$ cat src/rtl/seq_fsm_6s_trace_buf.sv
// seq_fsm_6s_trace_buf: records FSM state transitions with dwell time into a small trace FIFO
module seq_fsm_6s_trace_buf #(
    parameter int DEPTH   = 4,
    parameter int DWELL_W = 8
) (
    input  logic                     clk,
    input  logic                     reset,
    input  logic [2:0]               state,
    input  logic                     out0,
    input  logic                     out1,
    output logic                     trace_val,
    input  logic                     trace_rdy,
    output logic [8+DWELL_W-1:0]     trace_msg,
    output logic [$clog2(DEPTH):0]   count,
    output logic                     overflow,
    output logic                     err
);
    localparam int AW = $clog2(DEPTH);
    localparam int MW = 8 + DWELL_W;
    localparam logic [AW:0] FULL = (AW+1)'(DEPTH);

    logic [MW-1:0]      mem [DEPTH];
    logic [AW-1:0]      rd_ptr;
    logic [AW-1:0]      wr_ptr;
    logic [2:0]         last_state;
    logic [DWELL_W-1:0] dwell;
    logic               push;
    logic               pop;
    logic               wr_en;

    // a full FIFO still takes a record when the head leaves in the same cycle
    always_comb begin
        push      = state != last_state;
        trace_val = count != '0;
        pop       = trace_val && trace_rdy;
        wr_en     = push && (count != FULL || pop);
        trace_msg = mem[rd_ptr];
    end

    // transition detection, dwell counting, pointers, occupancy and sticky flags
    always_ff @(posedge clk) begin
        if (reset) begin
            last_state <= '0;
            dwell      <= '0;
            rd_ptr     <= '0;
            wr_ptr     <= '0;
            count      <= '0;
            overflow   <= 1'b0;
            err        <= 1'b0;
        end else begin
            last_state <= state;
            dwell      <= push ? DWELL_W'(1) : (dwell == '1 ? dwell : dwell + DWELL_W'(1));
            rd_ptr     <= pop ? rd_ptr + AW'(1) : rd_ptr;
            wr_ptr     <= wr_en ? wr_ptr + AW'(1) : wr_ptr;
            count      <= count + {{AW{1'b0}}, wr_en} - {{AW{1'b0}}, pop};
            overflow   <= overflow | (push && !wr_en);
            err        <= err | (state[2] & state[1]);
        end
    end

    // record storage; contents past the read pointer are don't-care so no reset is needed
    always_ff @(posedge clk) begin
        if (!reset && wr_en)
            mem[wr_ptr] <= {last_state, state, out1, out0, dwell};
    end
endmodule

$ cat config.mk
export PLATFORM = sky130hd
export DESIGN_NAME = seq_fsm_6s_trace_buf
export DESIGN_NICKNAME = d
export VERILOG_FILES = /design/src/rtl/seq_fsm_6s_trace_buf.sv
export SDC_FILE = /design/constraint.sdc
export NUM_CORES = 1
export LEC_CHECK = 0
export ABC_CLOCK_PERIOD_IN_PS = 7200
export CAP_MARGIN = 0
export CORE_MARGIN = 4
export CORE_UTILIZATION = 40
export DETAILED_ROUTE_END_ITERATION = 12
export SYNTH_ARGS = -nofsm -noshare
export SYNTH_HDL_FRONTEND = slang
export SYNTH_SLANG_ARGS = --single-unit
$ cat constraint.sdc
create_clock -name clk -period 7.2 [get_ports clk]
set_clock_uncertainty 0.2 [all_clocks]
set_input_delay 1.08 -clock clk [delete_from_list [all_inputs] [get_ports clk]]
set_output_delay 1.08 -clock clk [all_outputs]
set_load 0.02 [all_outputs]
==> flow_results.org <==
** Run status
- Outcome :: complete, no violations

** STA
- Relative max-transition margin :: 0.329
- Hold timing on the final database bottoms out at a slack of 0.270 ns.
- Aggregate negative setup slack :: 0 ns
- Final Hold Fails :: 0
- Share of the clock period used by the worst path :: 0.526
- Setup repair after global routing left no endpoint under its margin.
- After layout, the minimum clock period comes to 3.79 ns.
- Once routing completed, OpenROAD measured the worst setup slack at roughly 3.4 ns.
- The final-report max-slew violation count is 0.
- Total setup violations reported at the end of the flow :: 0
- Top achievable clock speed :: roughly 260 MHz
- At the pin with the least slew margin, the transition time is around 1 ns.

** Synthesis
- Proportion of register bits with asynchronous set or reset after synthesis :: 0
- In the synthesized netlist the dominant register cell turns out to be sky130_fd_sc_hd__edfxtp_1.
- Cells after synthesis :: between 200 and 250
- Average footprint of a synthesized cell :: about 17 um^2
- Summing every instance area after synthesis gives 3490 um^2.
- Synthesized flop and latch total :: 86
- Of the total synthesized cell area, the portion taken by full adders, half adders and majority gates is 0.0308.
- Of the total synthesized cell area, the portion taken by AND, OR, NAND and NOR gates is 0.0961.
- Of all cell types, the one taking the most synthesized area is sky130_fd_sc_hd__edfxtp_1.
- Of the post-synthesis cell area, the dominant cell type holds 0.551.
- Cell variety after synth :: 44
- Area fraction in compound gates after synthesis :: 0.0434
- The synthesized design contains 64 enable-type register cells.
- Seq/Total Area, Yosys :: 0.677
- Mux contribution to synthesized area :: 0.106
- Dominant combinational cell family by area after synthesis :: multiplexers
- When the netlist entered floorplanning its net count stood at around 220.
- Count of yosys warnings during synthesis :: 0
- Largest cells by area after synthesis :: sky130_fd_sc_hd__edfxtp_1, sky130_fd_sc_hd__dfxtp_1, sky130_fd_sc_hd__mux4_2
- Of the total synthesized cell area, the portion taken by XOR and XNOR cells is 0.0312.

** CTS
- The later pin in the worst-skew pair is clocked with a latency of between 0.3 and 0.4 ns.
- Clock transition time at the flip-flop clock pins of the worst setup and hold paths :: around 0.080 ns
- The tree is rooted in a sky130_fd_sc_hd__clkbuf_8.
- Hold Buf Count CTS :: 0
- Number of clock sinks :: 86
- Clock buffer depth :: 2
- TritonCTS built the clock tree.
- In this run, CTS created clock tree buffers numbering 9.
- Post-cts gate resize count :: 0
- Number of buffers added for setup after CTS :: 0
- Maximum level of the CTS H-tree :: 3

** Floorplanning
- Chip height :: roughly 100 um
- In this run the count of I/O pins placed on the die edge is 30.
- Core area :: about 8300 um^2
- Measured along the x axis, the die boundary spans 101 um.
- Row generation in the floorplan step produced 33 rows.
- The initial utilization of the core area, before any placement, comes to 0.419.
- The die covers slightly above 10000 um^2.

** Placement
- After detailed placement, the design holds a cell count of approximately 330.
- Routability-driven placement congestion ratio :: between 0.7 and 0.8
- Input and output buffers added on the ports amount to 29.
- Detailed placement HPWL :: 3.85 mm
- Pre-CTS setup slack :: about 3.0 ns

** Power and ir drop
- Pwr/cell area :: 335 nW/um^2
- IR analysis of the VDD net gives a maximum drop of 0.000156 V.
- Flop pwr share :: 0.468
- The share of total power dissipated in combinational logic is 0.300.
- Sw frac :: 0.295
- The share of total power dissipated in the clock network is 0.233.
- The completed layout was analyzed and its total power is 1.37 mW.
- Switching power :: 0.406 mW
- Cell internal power was estimated by the tool at 0.968 mW.
- In this run the static leakage power is 1.36 nW.

** Finish
- Leaving out fill and tap cells, the most frequent cell in the layout is sky130_fd_sc_hd__edfxtp_1.
- Share of final-layout standard cells stronger than drive strength 1 :: 0.185
- Synthesis-to-finish area growth :: 17.5%
- Counting the fill cells in the layout gives between 700 and 800.
- The repair_antennas step left the layout with diodes totalling 0.
- The net count of the finished layout is between 200 and 300.
- For this run, the number of standard cells in the final layout without fillers is 348.
- The library cells used most frequently in the layout, excluding fill and tap cells, are sky130_fd_sc_hd__edfxtp_1, sky130_fd_sc_hd__clkdlybuf4s50_1, sky130_fd_sc_hd__dfxtp_1.

** Global routing
- Wire length of the first global-routing pass :: approximately 9.8 mm
- Total global-route track usage :: 0.129
- Initial antenna violation count :: 0
- Entering global routing, the biggest net connects 23 pins.
- Vias in the first global route :: around 1800
- Summed over all layers, the global routing overflow is 0.

** Worst setup path
- The critical path in this run is classified as in2reg.
- On the worst path, the slowest cell contributes a delay of around 0.64 ns.
- Setup crit end kind :: flop
- Standard cell with the maximum stage delay on the critical path :: sky130_fd_sc_hd__clkdlybuf4s50_1
- Worst path arrival time :: approximately 3.9 ns
- Max FO, Critical Path :: 7
- Setup crit start kind :: input port
- Data on the critical path is required at its endpoint by roughly 7.3 ns.
- Ordered list of cells on the worst path :: clkdlybuf4s50_1 > xor2_1 > o31ai_4 > ha_1 > inv_1 > ha_1 > inv_1 > fa_1 > xor2_1 > and2_1 > nor3_1

** Min path
- Hold WC Path Type :: reg2reg

** Job
- Max-cap violations in this run came to 0.

** Detailed routing
- After detailed routing, the average wire length per cell comes to 17.5 um.
- DRC Markers :: 0
- For this block, the initial DRC count from the detailed router was 100.
- In this run the remaining antenna-violating nets after routing total 0.
- Using the TritonRoute via totals, the vias-per-cell ratio works out to between 5 and 6.
- The first detailed-routing pass took 4 iterations.
- For this block, the routed nets add up to between 6 and 7 mm of wire.
- For this block, the via count after detailed routing is around 1900.
==> area by class of cell <==
class                      instances  area [um^2]  share of cell area
sequential                        86         2360               0.576
inverter                           5         18.8             0.00457
multi-input combinational        106         1100               0.268
clock inverter                     6         62.6              0.0152
tap                              105          131              0.0320
timing repair buffer              31          305              0.0744
clock buffer                       9          124              0.0302
==> metal layers <==
metal | track usage | wire [um]
met1 | 0.164 | 2610
met2 | 0.208 | 3050
met3 | 0.0448 | 337
met4 | 0.0399 | 95
met5 | 0 | 0
==> power groups by stage <==
stage / Combinational (mW) / Clock, mW / Sequential (mW)
final: 0.411 / 0.320 / 0.642
after global routing: 0.447 / 0.351 / 0.650
after floorplan: 0.261 / 0 / 0.646
after detailed placement: 0.420 / 0 / 0.655
after CTS: 0.422 / 0.330 / 0.644
after global placement: 0.420 / 0 / 0.652
==> Yosys cell counts (2+ instances only) <==
master                     count
sky130_fd_sc_hd__inv_1         5
sky130_fd_sc_hd__nand4_1       5
sky130_fd_sc_hd__a211oi_1      2
sky130_fd_sc_hd__and2_1        2
sky130_fd_sc_hd__xnor2_2       3
sky130_fd_sc_hd__nor2b_1       8
sky130_fd_sc_hd__o21ai_0       2
sky130_fd_sc_hd__ha_1          7
sky130_fd_sc_hd__and4b_1       2
sky130_fd_sc_hd__nand3_1       4
sky130_fd_sc_hd__buf_2         2
sky130_fd_sc_hd__o311ai_1      2
sky130_fd_sc_hd__nor2_1        9
sky130_fd_sc_hd__and3_1        4
sky130_fd_sc_hd__xor2_1        4
sky130_fd_sc_hd__nor3_1        4
sky130_fd_sc_hd__edfxtp_1     64
sky130_fd_sc_hd__nand2_1       4
sky130_fd_sc_hd__nor3b_2       4
sky130_fd_sc_hd__dfxtp_1      22
sky130_fd_sc_hd__a21oi_1       6
sky130_fd_sc_hd__mux4_2       16
==> worst paths after layout <==
kind / startpoint / depth (start not counted) / slack [ns] / to
setup / recovery: state[0] / 11 / 3.41 / count[2]$_SDFF_PP0_
hold / removal: err$_SDFF_PP0_ / 2 / 0.27 / err$_SDFF_PP0_
setup reg to reg: last_state[0]$_SDFF_PP0_ / 10 / 4.30 / count[2]$_SDFF_PP0_
hold reg to reg: err$_SDFF_PP0_ / 2 / 0.27 / err$_SDFF_PP0_
==> flip-flops by register name (all words and copies together), names as in the netlist, named ones only <==
name        flops
mem            64
dwell           8
count           3
last_state      3
rd_ptr          2
wr_ptr          2
err             1
overflow        1
==> critical path: cells and delay by family <==
family | cells | cell delay, ns
and+or+nand+nor | 2 | 0.28
AOI/OAI and AO/OA | 1 | 0.56
adders and majority gates | 3 | 0.82
buffers and inverters | 3 | 0.74
xor gates and xnor gates | 2 | 0.38
==> cell families after synthesis <==
logic type,count (synthesis)
flops,86
fa+ha+maj,8
mux,17
buf+inv,11
simple gates,52
compound gates,20
xor+xnor,9
==> per-stage QoR <==
stage	area (um^2)	util
after floorplan	3490	-
after global placement	3920	0.470
after detailed placement	3920	0.470
after CTS	4100	0.492
after global routing	4100	0.492
final	4100	0.492
Note: power is estimated with default switching activity, not from simulation.
